`src/rtl/serial_sub_pkg.sv`:
```
// Shared types and sizing helpers for the bit-serial subtractor.
package serial_sub_pkg;

  typedef enum logic [1:0] {
    IDLE = 2'd0,
    RUN  = 2'd1,
    DONE = 2'd2
  } sub_state_t;

  // Bit-step counter width; WIDTH-1 is the largest value it ever holds.
  function automatic int unsigned cnt_width(input int unsigned width);
    return (width < 2) ? 1 : $clog2(width);
  endfunction

endpackage

```
`src/rtl/serial_sub_fs.sv`:
```
// One-bit full subtractor cell: x - y - bin.
module serial_sub_fs (
  input  logic i_x,
  input  logic i_y,
  input  logic i_bin,
  output logic o_d,
  output logic o_bout
);

  // Difference bit and borrow-out of a single bit position.
  assign o_d    = i_x ^ i_y ^ i_bin;
  assign o_bout = (~i_x & i_y) | (~(i_x ^ i_y) & i_bin);

endmodule

```
`src/rtl/serial_sub.sv`:
```
// Bit-serial unsigned subtractor: LSB-first, one bit per clock, registered borrow.
module serial_sub
  import serial_sub_pkg::*;
#(
  parameter int unsigned WIDTH = 8
) (
  input  logic             i_clk,
  input  logic             i_rst_n,
  input  logic             i_start,
  input  logic [WIDTH-1:0] i_a,
  input  logic [WIDTH-1:0] i_b,
  output logic             o_busy,
  output logic             o_done,
  output logic [WIDTH-1:0] o_diff,
  output logic             o_borrow
);

  localparam int unsigned CNT_W = cnt_width(WIDTH);

  sub_state_t       state_q;
  logic [WIDTH-1:0] a_sh_q;
  logic [WIDTH-1:0] b_sh_q;
  logic [WIDTH-2:0] d_sh_q;   // upper difference bits gathered so far
  logic [CNT_W-1:0] cnt_q;
  logic             borrow_q;
  logic             busy_q;
  logic             done_q;
  logic [WIDTH-1:0] diff_q;
  logic             borrow_out_q;

  logic             fs_d;
  logic             fs_bout;
  logic [WIDTH-1:0] diff_full;
  logic             last_step;

  serial_sub_fs u_fs (
    .i_x    (a_sh_q[0]),
    .i_y    (b_sh_q[0]),
    .i_bin  (borrow_q),
    .o_d    (fs_d),
    .o_bout (fs_bout)
  );

  // Current difference bit enters at the MSB; on the last step this is the full result.
  assign diff_full = {fs_d, d_sh_q};
  assign last_step = (cnt_q == CNT_W'(WIDTH - 1));

  // Control FSM, operand/result shifters and registered outputs.
  always_ff @(posedge i_clk or negedge i_rst_n) begin
    if (!i_rst_n) begin
      state_q      <= IDLE;
      a_sh_q       <= '0;
      b_sh_q       <= '0;
      d_sh_q       <= '0;
      cnt_q        <= '0;
      borrow_q     <= 1'b0;
      busy_q       <= 1'b0;
      done_q       <= 1'b0;
      diff_q       <= '0;
      borrow_out_q <= 1'b0;
    end else begin
      done_q <= 1'b0;
      case (state_q)
        IDLE, DONE: begin
          if (i_start) begin
            a_sh_q   <= i_a;
            b_sh_q   <= i_b;
            borrow_q <= 1'b0;
            cnt_q    <= '0;
            busy_q   <= 1'b1;
            state_q  <= RUN;
          end else begin
            state_q  <= IDLE;
          end
        end
        RUN: begin
          a_sh_q   <= {1'b0, a_sh_q[WIDTH-1:1]};
          b_sh_q   <= {1'b0, b_sh_q[WIDTH-1:1]};
          d_sh_q   <= diff_full[WIDTH-1:1];
          borrow_q <= fs_bout;
          cnt_q    <= cnt_q + CNT_W'(1);
          if (last_step) begin
            // Counter parks at zero so it never runs past WIDTH-1.
            cnt_q        <= '0;
            diff_q       <= diff_full;
            borrow_out_q <= fs_bout;
            done_q       <= 1'b1;
            busy_q       <= 1'b0;
            state_q      <= DONE;
          end
        end
        default: begin
          busy_q  <= 1'b0;
          state_q <= IDLE;
        end
      endcase
    end
  end

  assign o_busy   = busy_q;
  assign o_done   = done_q;
  assign o_diff   = diff_q;
  assign o_borrow = borrow_out_q;

endmodule

```
`config.mk`:
```
export PLATFORM = sky130hd
export DESIGN_NAME = serial_sub
export DESIGN_NICKNAME = d
export VERILOG_FILES = /design/src/rtl/serial_sub_pkg.sv /design/src/rtl/serial_sub_fs.sv /design/src/rtl/serial_sub.sv
export SDC_FILE = /design/constraint.sdc
export NUM_CORES = 1
export LEC_CHECK = 0
export CORE_MARGIN = 2
export CORE_UTILIZATION = 30
export CTS_BUF_LIST = sky130_fd_sc_hd__clkbuf_4 sky130_fd_sc_hd__clkbuf_8
export CTS_CLUSTER_SIZE = 28
export DETAILED_ROUTE_END_ITERATION = 10
export PLACE_DENSITY_LB_ADDON = 0.1
export SLEW_MARGIN = 20
export SYNTH_ARGS = -nofsm -noshare
export SYNTH_HDL_FRONTEND = slang
export SYNTH_SLANG_ARGS = --single-unit
```
`constraint.sdc`:
```
create_clock -name i_clk -period 2 [get_ports i_clk]
set_input_delay 0.4 -clock i_clk [delete_from_list [all_inputs] [get_ports i_clk]]
set_output_delay 0.4 -clock i_clk [all_outputs]
set_load 0.02 [all_outputs]
```
==> results of run 1 <==
## placed cells by master (no fill, tap or decap), types with 5 or more instances in the layout
cell type	netlist	routed
nor2_1	6	6
nor2b_1	11	11
nand2_1	25	25
mux2i_1	12	12
clkdlybuf4s50_1	0	28
a21oi_1	10	10
mux2_1	6	6
o21ai_0	6	6
clkbuf_8	0	5
dfrtp_1	40	40
a211oi_1	10	10
## power breakdown
group	total (mW)	switching, mW	internal (mW)
combinational	1.31	0.645	0.663
clock	0.646	0.277	0.369
sequential	1.45	0.267	1.18
total	3.40	1.19	2.22
## final timing paths
kind / startpoint / to
worst max-delay path: o_busy$_DFFE_PN0P_ / o_busy
worst min-delay path: i_rst_n / o_diff[2]$_DFFE_PN0P_
worst max register to register: cnt_q[0]$_DFFE_PN0P_ / o_diff[0]$_DFFE_PN0P_
worst min register to register: d_sh_q[0]$_DFFE_PN0N_ / d_sh_q[0]$_DFFE_PN0N_
max in group asynchronous: i_rst_n / o_diff[6]$_DFFE_PN0P_
min in group i_clk: d_sh_q[0]$_DFFE_PN0N_ / d_sh_q[0]$_DFFE_PN0N_
## layer usage
metal / vias to the layer above / wire length [microns]
met3: 5 / 139
met2: 26 / 1700
met5: - / 0
met4: 0 / 42
met1: 606 / 1600
li1: 641 / -
## logic make-up (layout without fill, tap and decap cells)
kind of cell,Yosys count,after routing,synth area share
simple gates,53,53,0.138
fa+ha+maj,3,3,0.0247
flops,40,40,0.549
buf+inv,14,46,0.0439
mux,21,21,0.121
compound gates,35,35,0.123
## area by class of cell
type / count / area share
Multi-Input combinational cell: 112 / 0.323
Sequential cell: 40 / 0.435
Timing Repair Buffer: 34 / 0.146
Clock buffer: 5 / 0.0299
Clock inverter: 3 / 0.0185
Inverter: 4 / 0.00653
Tap cell: 75 / 0.0408
## metrics by stage
step | worst slack [ns] | cells | util
floorplan | 0.532 | 166 | -
global placement | 0.387 | 265 | 0.372
detailed placement | 0.386 | 265 | 0.372
CTS | 0.311 | 273 | 0.391
global route | 0.272 | 273 | 0.391
finish | 0.331 | 273 | 0.391
## flip-flops by register name, summed over array words and instances (netlist names)
name	cells
state_q	2
o_borrow	1
borrow_q	1
cnt_q	3
d_sh_q	7
o_busy	1
a_sh_q	8
o_done	1
o_diff	8
b_sh_q	8
==> out/results.tsv, run 1 <==
stage	metric	value	unit
floorplan	core	0.00589	sq mm
grt	grtUsageMet2	0.189	
routing	wire_per_inst	12.7	microns
routing	firstDrtPassIters	4	
cts	cts-root-buf	clkbuf_8	
sta	relSlewSlack	0.655	
grt	use_met3	0.0396	
synth	yosysSeqAreaShare	0.549	
synth	synth_top_area_frac	0.549	
synth	netlist_instances	166	
sta	hold_viol_final	0	
cts	clock_path_buffers	2	
placement	placed_area	0.00219	sq mm
floorplan	num_io_pins	30	
synth	synth_seq_cells	40	
grt	top_usage_layer	met2	
floorplan	fp-row-count	28	
cts	post_cts_buffers	0	
sta	finalCriticalPeriod	1.67	ns
critical_path	end_kind	output pin	
cells_and_area	seqCellArea	0.00100	sq mm
cts	htree_levels	2	
sta	skew	0.0103	ns
critical_path	critPathBufInv	1	
synth	synth_nets	188	
placement	globalplace.congestion	0.713	
sta	clock.fmax	599	MHz
critical_path	cp_data_required_time	1.60	ns
critical_path	cpPeakStageDelay	0.62	ns
synth	syn_avg_cell_area	11.0	sq um
placement	portBuffers	29	
cts	cts_hold_buf	0	
grt	grt_max_degree	41	
routing	drt_iter0_drc	68	
cells_and_area	final_nets	219	
min_path	min_path_type	primary input to async pin	
synth	synth_area	0.00182	sq mm
grt	antenna_found_initial	0	
pwr	max-vdd-ir-drop	0.000634	V
synth	synthTopCellsByCount	dfrtp_1, nand2_1, mux2i_1, nor2b_1	
routing	ant_nets	0	
critical_path	start_kind	flip-flop	
cts	tritoncts	built	
floorplan	start_util	0.310	
cts	clk_pin_slew	0.08	ns
cells_and_area	fill_cells	589	
sta	drv_slew	0	
cells_and_area	design_area	0.00230	sq mm
floorplan	die_x	82.0	microns
cells_and_area	multi_input_comb_area	742	sq um
routing	via_count	1278	
cells_and_area	antennaDiodeCount	0	
grt	grt-ovfl-total	0	
sta	setup_viol	0	
critical_path	crit_type	flip-flop to output pin	
grt	grt_first_pass_wirelength	5.91	mm
sta	setup_tns	0	ns
critical_path	critPathTopFamily	buffers and inverters	
critical_path	crit_arrival	1.27	ns
sta	hold_slack	0.160	ns
pwr	fin_total_pwr	3.40	mW
pwr	cellPowerDensity	1480	mW/mm^2
critical_path	crit_path_cell_trace	clkdlybuf4s50_1	
synth	synth_edf_count	0	
synth	async_flop_share	1.00	
pwr	p_leak	1.00	nW
routing	vias_per_cell	4.68	
sta	grt_setup_unrepaired	false	
outcome	status	finished, final reports clean	
sta	worst_pin_slew	0.517	ns
flow_run	maxCapViolCount	0	
routing	drcViolationCount	0	
synth	synth_top_flop_cell	dfrtp_1	
synth	yosysWarnings	0	
cts	clkSinkCount	40	
critical_path	crit_path_max_fanout	3	
routing	totalWireLength	3.48	mm
synth	post_synth_main_area_contributors	dfrtp_1, mux2i_1, nand2_1	
grt	grt_pass1_vias	1278	
grt	use_met1	0.145	
cts	cts_inserted_buffers	5	
critical_path	critPathSlowestCell	clkdlybuf4s50_1	
cells_and_area	drive_above_1_share	0.0909	
grt	track_usage	0.116	
cts	clk_latency	0.29	ns
floorplan	fp.dieH	82.0	microns
cts	post_cts_resized	0	
critical_path	r2r_cells	4	
synth	synth.largest_area_cell	dfrtp_1	
critical_path	critical_path_depth	1	
synth	yosysMostFrequentCell	dfrtp_1	
synth	yosysUniqueCellTypes	26	
placement	dpl.hpwl	2.42	mm
cells_and_area	area_growth	26.1	%
sta	period_share	0.835	
critical_path	r2r_slack	0.39	ns
floorplan	dieArea	0.00672	sq mm
Note: power is estimated with default switching activity, not from simulation.
==> run 2: changes to the inputs <==
clock period = 1.4 ns   (was 2 ns; I/O delays follow)
==> run 2 against run 1 <==
Compared with the run above: routed wire length is 3.7% higher; final cell count is 3.7% higher; via count up 6.2%; register-to-register slack lost 0.37 ns; power grew 48%; sequential cell count unchanged; global-route usage increased by 0.50 points; die area unchanged; largest power group unchanged; clock skew decreased by 0.0065 ns; sequential share of layout area shrank 2.1 points; clock power up 46%; non-clock buffer count increased by 9.
==> out/results.tsv, run 2 (synthesized netlist as in run 1, its figures left out) <==
stage	metric	value	unit	change
cts	htree_levels	2		unchanged
cts	clk_pin_slew	0.08	ns	about the same
floorplan	fp-row-count	28		unchanged
pwr	p_sw	1.78	mW	+50%
floorplan	start_util	0.310		unchanged
grt	grt-ovfl-total	0		unchanged
pwr	p_seq_frac	0.409		-0.017
sta	drv_slew	0		unchanged
placement	dpl.hpwl	2.52	mm	+3.9%
pwr	p_int	3.26	mW	+47%
critical_path	crit_type	flip-flop to flip-flop		
cts	tritoncts	built		
grt	grt_max_degree	32		-22%
grt	antenna_found_initial	0		unchanged
sta	finalCriticalPeriod	1.38	ns	
cells_and_area	final_nets	229		+4.6%
grt	track_usage	0.121		+0.00496
routing	drcViolationCount	0		unchanged
routing	via_count	1357		+6.2%
floorplan	fp.dieH	82.0	microns	unchanged
sta	relSlewSlack	0.646		-0.00883
sta	setup_viol	0		unchanged
pwr	comb_power_share	0.403		+0.019
sta	worst_pin_slew	0.530	ns	+0.0132 ns
floorplan	core	0.00589	sq mm	unchanged
cells_and_area	fill_cells	571		-3.1%
cells_and_area	post-route-util	0.410		+0.0193
sta	clock.fmax	726	MHz	
sta	grt_setup_unrepaired	true		
floorplan	num_io_pins	30		unchanged
pwr	max-vdd-ir-drop	0.000684	V	+7.9%
grt	grt_first_pass_wirelength	6.20	mm	+4.9%
critical_path	cp_data_required_time	1.58	ns	-0.02 ns
critical_path	startpoint	cnt_q[0]$_DFFE_PN0P_		
pwr	p_leak	1.10	nW	+9.5%
pwr	cellPowerDensity	2090	mW/mm^2	+41%
sta	finalWorstSetupSlack	0.0223	ns	-0.309 ns
grt	grt_pass1_vias	1289		+0.86%
floorplan	dieArea	0.00672	sq mm	unchanged
critical_path	crit_path_max_fanout	5		+2
pwr	p_clk_frac	0.187		-0.003
placement	placed_cells	271		+2.3%
cells_and_area	stdcell_count	283		+3.7%
cells_and_area	drive_above_1_share	0.149		+0.0581
pwr	switching_share	0.354		+0.00453
grt	top_usage_layer	met2		
cts	clkSinkCount	40		unchanged
routing	wire_per_inst	12.7	microns	about the same
cts	clock_path_buffers	2		unchanged
min_path	min_path_type	primary input to async pin		
cells_and_area	antennaDiodeCount	0		unchanged
grt	use_met1	0.151		+0.00585
cells_and_area	final_cell_mix	dfrtp_1, nand2_1, clkdlybuf4s50_1, mux2i_1, dlygate4sd2_1		
critical_path	start_kind	flip-flop		
routing	firstDrtPassIters	4		unchanged
critical_path	reg2reg_from	cnt_q[0]$_DFFE_PN0P_		
sta	hold_viol_final	0		unchanged
routing	totalWireLength	3.61	mm	+3.7%
flow_run	maxCapViolCount	0		unchanged
sta	skew	0.00379	ns	-0.00649 ns
cts	cts-root-buf	clkbuf_8		
pwr	fin_total_pwr	5.04	mW	+48%
cells_and_area	area_growth	32.3	%	
routing	ant_nets	0		unchanged
sta	period_share	0.984		
floorplan	die_x	82.0	microns	unchanged
placement	portBuffers	29		unchanged
grt	use_met3	0.0341		-0.00549
cts	clk_latency	0.29	ns	about the same
placement	globalplace.congestion	0.732		+2.6%
placement	dp_slack	-0.0861	ns	-0.473 ns
outcome	status	finished, final reports clean		
cts	cts_inserted_buffers	5		unchanged
grt	grtUsageMet2	0.199		+0.00976
sta	hold_slack	0.487	ns	+0.327 ns
critical_path	crit_arrival	1.56	ns	+0.29 ns
critical_path	end_kind	flip-flop		
cells_and_area	final_common_cell	dfrtp_1		
routing	drt_iter0_drc	56		-18%
routing	vias_per_cell	4.80		+2.4%
## run 2: cell count changes in the layout (fill, tap and decap cells not counted), sizes merged
cell,before,now
nand3b,1,2
dlygate4sd2,0,11
clkinvlp,1,0
buf,6,14
dlygate4sd3,0,1
clkbuf,5,6
clkdlybuf4s50,28,17
## run 2: metal layers
metal  wire [microns]  share of wire
met3              148          0.041
met4               53          0.015
met1             1700           0.47
met2             1700           0.47
met5                0              0
## run 2: what timing repair did
item | in CTS | in global routing
hold endpoints to repair | 22 | 0
buffers inserted | 1 | 1
hold buffers | 1 | 0
setup endpoints to repair | 14 | 9
gates cloned | 0 | 1
resized for setup | 11 | 3
## run 2: layout make-up
cell class / instances / area (sq um) / share of cell area
Timing Repair Buffer: 43 / 408 / 0.169
Multi-Input combinational cell: 113 / 783 / 0.325
Clock buffer: 6 / 76.3 / 0.0316
Clock inverter: 2 / 35.0 / 0.0145
Sequential cell: 40 / 1000 / 0.415
Inverter: 4 / 15.0 / 0.00622
Tap cell: 75 / 93.8 / 0.0389
## run 2: metrics by stage
| step | setup TNS (ns) | cell area (sq um) |
|---|---|---|
| floorplan | 0 | 1850 |
| global placement | -0.180 | 2270 |
| detailed placement | -0.597 | 2270 |
| CTS | 0 | 2380 |
| global route | -0.0916 | 2410 |
| finish | 0 | 2410 |
## run 2: path summary, 6_finish.rpt
path	to	slack [ns]	depth (start not counted)
worst max-delay path	o_diff[1]$_DFFE_PN0P_	0.02	4
worst min-delay path	d_sh_q[1]$_DFFE_PN0N_	0.49	2
worst max register to register	o_diff[1]$_DFFE_PN0P_	0.02	4
worst min register to register	o_diff[4]$_DFFE_PN0P_	0.49	1
max in group asynchronous	a_sh_q[5]$_DFFE_PN0P_	0.36	3
min in group i_clk	o_diff[4]$_DFFE_PN0P_	0.49	1
## run 2: critical path, cell delays in order (launching register included)
cell	delay (ns)
dfrtp_1	0.39
ha_2	0.20
ha_4	0.18
nand3b_2	0.14
mux2_2	0.35
## run 2: power groups by stage
stage	Combinational [mW]	Clock [mW]	Sequential, mW
floorplan	1.21	0	2.16
global placement	2.05	0	2.06
detailed placement	2.09	0	2.09
CTS	2.01	0.976	2.06
global route	2.30	1.02	2.13
finish	2.03	0.944	2.06
==> run 3: changes to the inputs <==
PLACE_DENSITY = 0.62   (was unset)
PLACE_DENSITY_LB_ADDON = unset   (was 0.1)
==> run 3 against run 2 <==
Compared with the run above: sequential cell count stayed put; worst hold slack worse by 0.0065 ns; via count is 2.3% lower; sequential power hardly changed; sequential share of layout area is 0.47 points higher; worst setup slack better by 0.0075 ns; critical path type unchanged; critical endpoint is now o_diff[4]$_DFFE_PN0P_.
==> out/results.tsv, run 3 (synthesized netlist as in run 1, its figures left out) <==
stage	metric	value	unit	change
cells_and_area	area_growth	31.0	%	
grt	grt_first_pass_wirelength	6.00	mm	-3.2%
grt	grt_pass1_vias	1329		+3.1%
grt	top_usage_layer	met2		
sta	grt_setup_unrepaired	true		
floorplan	start_util	0.310		unchanged
critical_path	cpPeakStageDelay	0.40	ns	about the same
routing	totalWireLength	3.64	mm	+0.97%
sta	setup_viol	0		unchanged
cells_and_area	final_cell_mix	dfrtp_1, nand2_1, clkdlybuf4s50_1, mux2i_1		
critical_path	r2r_slack	0.03	ns	about the same
cells_and_area	drive_above_1_share	0.156		+0.00706
floorplan	fp-row-count	28		unchanged
grt	antenna_found_initial	0		unchanged
min_path	min_path_type	flip-flop to flip-flop		
cells_and_area	final_nets	227		-0.87%
cells_and_area	final_common_cell	dfrtp_1		
critical_path	critPathSlowestCell	dfrtp_1		
cts	cts_inserted_buffers	5		unchanged
critical_path	critPathTopFamily	flip-flops		
cts	htree_levels	2		unchanged
grt	grt_max_degree	41		+28%
sta	setup_tns	0	ns	unchanged
sta	clock.fmax	730	MHz	+0.54%
critical_path	crit_type	flip-flop to flip-flop		
grt	track_usage	0.117		-0.00392
floorplan	core	0.00589	sq mm	unchanged
min_path	hold_end	d_sh_q[0]$_DFFE_PN0N_		
min_path	min_path_cells	2		
placement	dpl.hpwl	2.39	mm	-5.1%
grt	use_met1	0.153		+0.00219
pwr	fin_total_pwr	4.80	mW	-4.7%
critical_path	end_kind	flip-flop		
critical_path	critPathBufInv	0		unchanged
cts	clock_path_buffers	2		unchanged
routing	vias_per_cell	4.74		-1.2%
min_path	worstHoldStart	d_sh_q[0]$_DFFE_PN0N_		
sta	relSlewSlack	0.712		+0.0656
critical_path	start_kind	flip-flop		
cts	tritoncts	built		
cells_and_area	fill_cells	601		+5.3%
cells_and_area	multi_input_comb_area	803	sq um	+2.6%
cts	clkSinkCount	40		unchanged
cts	cts-root-buf	clkbuf_8		
grt	grt-ovfl-total	0		unchanged
critical_path	reg2reg_from	cnt_q[0]$_DFFE_PN0P_		
floorplan	dieArea	0.00672	sq mm	unchanged
routing	ant_nets	0		unchanged
routing	wire_per_inst	13.0	microns	+2.1%
pwr	cellPowerDensity	2010	mW/mm^2	-3.8%
critical_path	timing.rr.end	o_diff[4]$_DFFE_PN0P_		
outcome	status	finished, final reports clean		
floorplan	die_x	82.0	microns	unchanged
cells_and_area	seqCellArea	0.00100	sq mm	+0.12%
routing	via_count	1326		-2.3%
sta	worst_pin_slew	0.431	ns	-0.0992 ns
critical_path	r2r_cells	4		unchanged
critical_path	crit_arrival	1.55	ns	about the same
flow_run	maxCapViolCount	0		unchanged
routing	drcViolationCount	0		unchanged
sta	period_share	0.979		-0.00532
pwr	max-vdd-ir-drop	0.000700	V	+2.3%
critical_path	cp_data_required_time	1.58	ns	about the same
placement	globalplace.congestion	0.757		+3.4%
floorplan	fp.dieH	82.0	microns	unchanged
critical_path	crit_path_max_fanout	5		unchanged
placement	placed_area	0.00225	sq mm	-0.66%
sta	finalCriticalPeriod	1.37	ns	-0.00745 ns
placement	portBuffers	29		unchanged
sta	hold_viol_final	0		unchanged
cells_and_area	design_area	0.00239	sq mm	-0.99%
cells_and_area	antennaDiodeCount	0		unchanged
sta	drv_slew	0		unchanged
critical_path	crit_path_cell_trace	ha_2 > ha_4 > nand3b_4 > mux2_4		
sta	skew	0.00840	ns	+0.00462 ns
cts	clk_pin_slew	0.08	ns	about the same
routing	firstDrtPassIters	4		unchanged
routing	drt_iter0_drc	112		+100%
grt	use_met3	0.0319		-0.00220
pwr	p_leak	1.09	nW	-0.57%
cts	clk_latency	0.29	ns	about the same
grt	grtUsageMet2	0.189		-0.00976
floorplan	num_io_pins	30		unchanged
run 3: cell type report:
cell class,instances,share of cell area
Clock buffer,5,0.0288
Clock inverter,2,0.00524
Inverter,4,0.00629
Multi-Input combinational cell,113,0.336
Sequential cell,40,0.420
Tap cell,75,0.0393
Timing Repair Buffer,41,0.164
run 3: worst max-delay path by stage:
stage	from	to	slack [ns]	cells after the start
final	cnt_q[0]$_DFFE_PN0P_	o_diff[4]$_DFFE_PN0P_	0.03	4
after global routing	cnt_q[1]$_DFFE_PN0P_	o_diff[4]$_DFFE_PN0P_	-0.005	4
after CTS	cnt_q[0]$_DFFE_PN0P_	o_diff[4]$_DFFE_PN0P_	-0.004	4
after detailed placement	i_start	b_sh_q[3]$_DFFE_PN0P_	-0.09	5
after global placement	i_start	b_sh_q[1]$_DFFE_PN0P_	-0.05	5
after floorplan	cnt_q[0]$_DFFE_PN0P_	o_diff[2]$_DFFE_PN0P_	0.02	5
run 3: tightest hold or removal path: cells and delay by family (launching register included):
family / cells / cell delay (ns)
flops: 1 / 0.35
simple gates: 2 / 0.11
run 3: stage by stage:
stage | cells | setup WS [ns] | utilization | hold WS (ns)
after detailed placement | 269 | -0.0852 | 0.383 | 0.273
after CTS | 277 | -0.00448 | 0.396 | 0.490
final | 280 | 0.0297 | 0.406 | 0.480
after global routing | 280 | -0.00518 | 0.406 | 0.510
after global placement | 269 | -0.0532 | 0.383 | 0.271
after floorplan | 166 | 0.0207 | - | -0.0156
run 3: routing by layer:
layer  wire length (microns)  vias up  share of wire
met5                       0        -              0
met4                      27        0         0.0074
met3                     194        4          0.053
met2                    1690       34           0.46
met1                    1730      624           0.48
li1                        -      664              -
run 3: what timing repair did:
item,in CTS,in global routing
gates resized for setup,11,9
gates cloned,0,1
hold buffers,1,0
buffers inserted,0,2
hold endpoints to repair,40,0
setup endpoints to repair,14,14
run 3: power breakdown:
part | internal [mW] | switching [mW]
Combinational | 1.01 | 0.990
Sequential | 1.69 | 0.382
Clock | 0.337 | 0.388
Total | 3.04 | 1.76
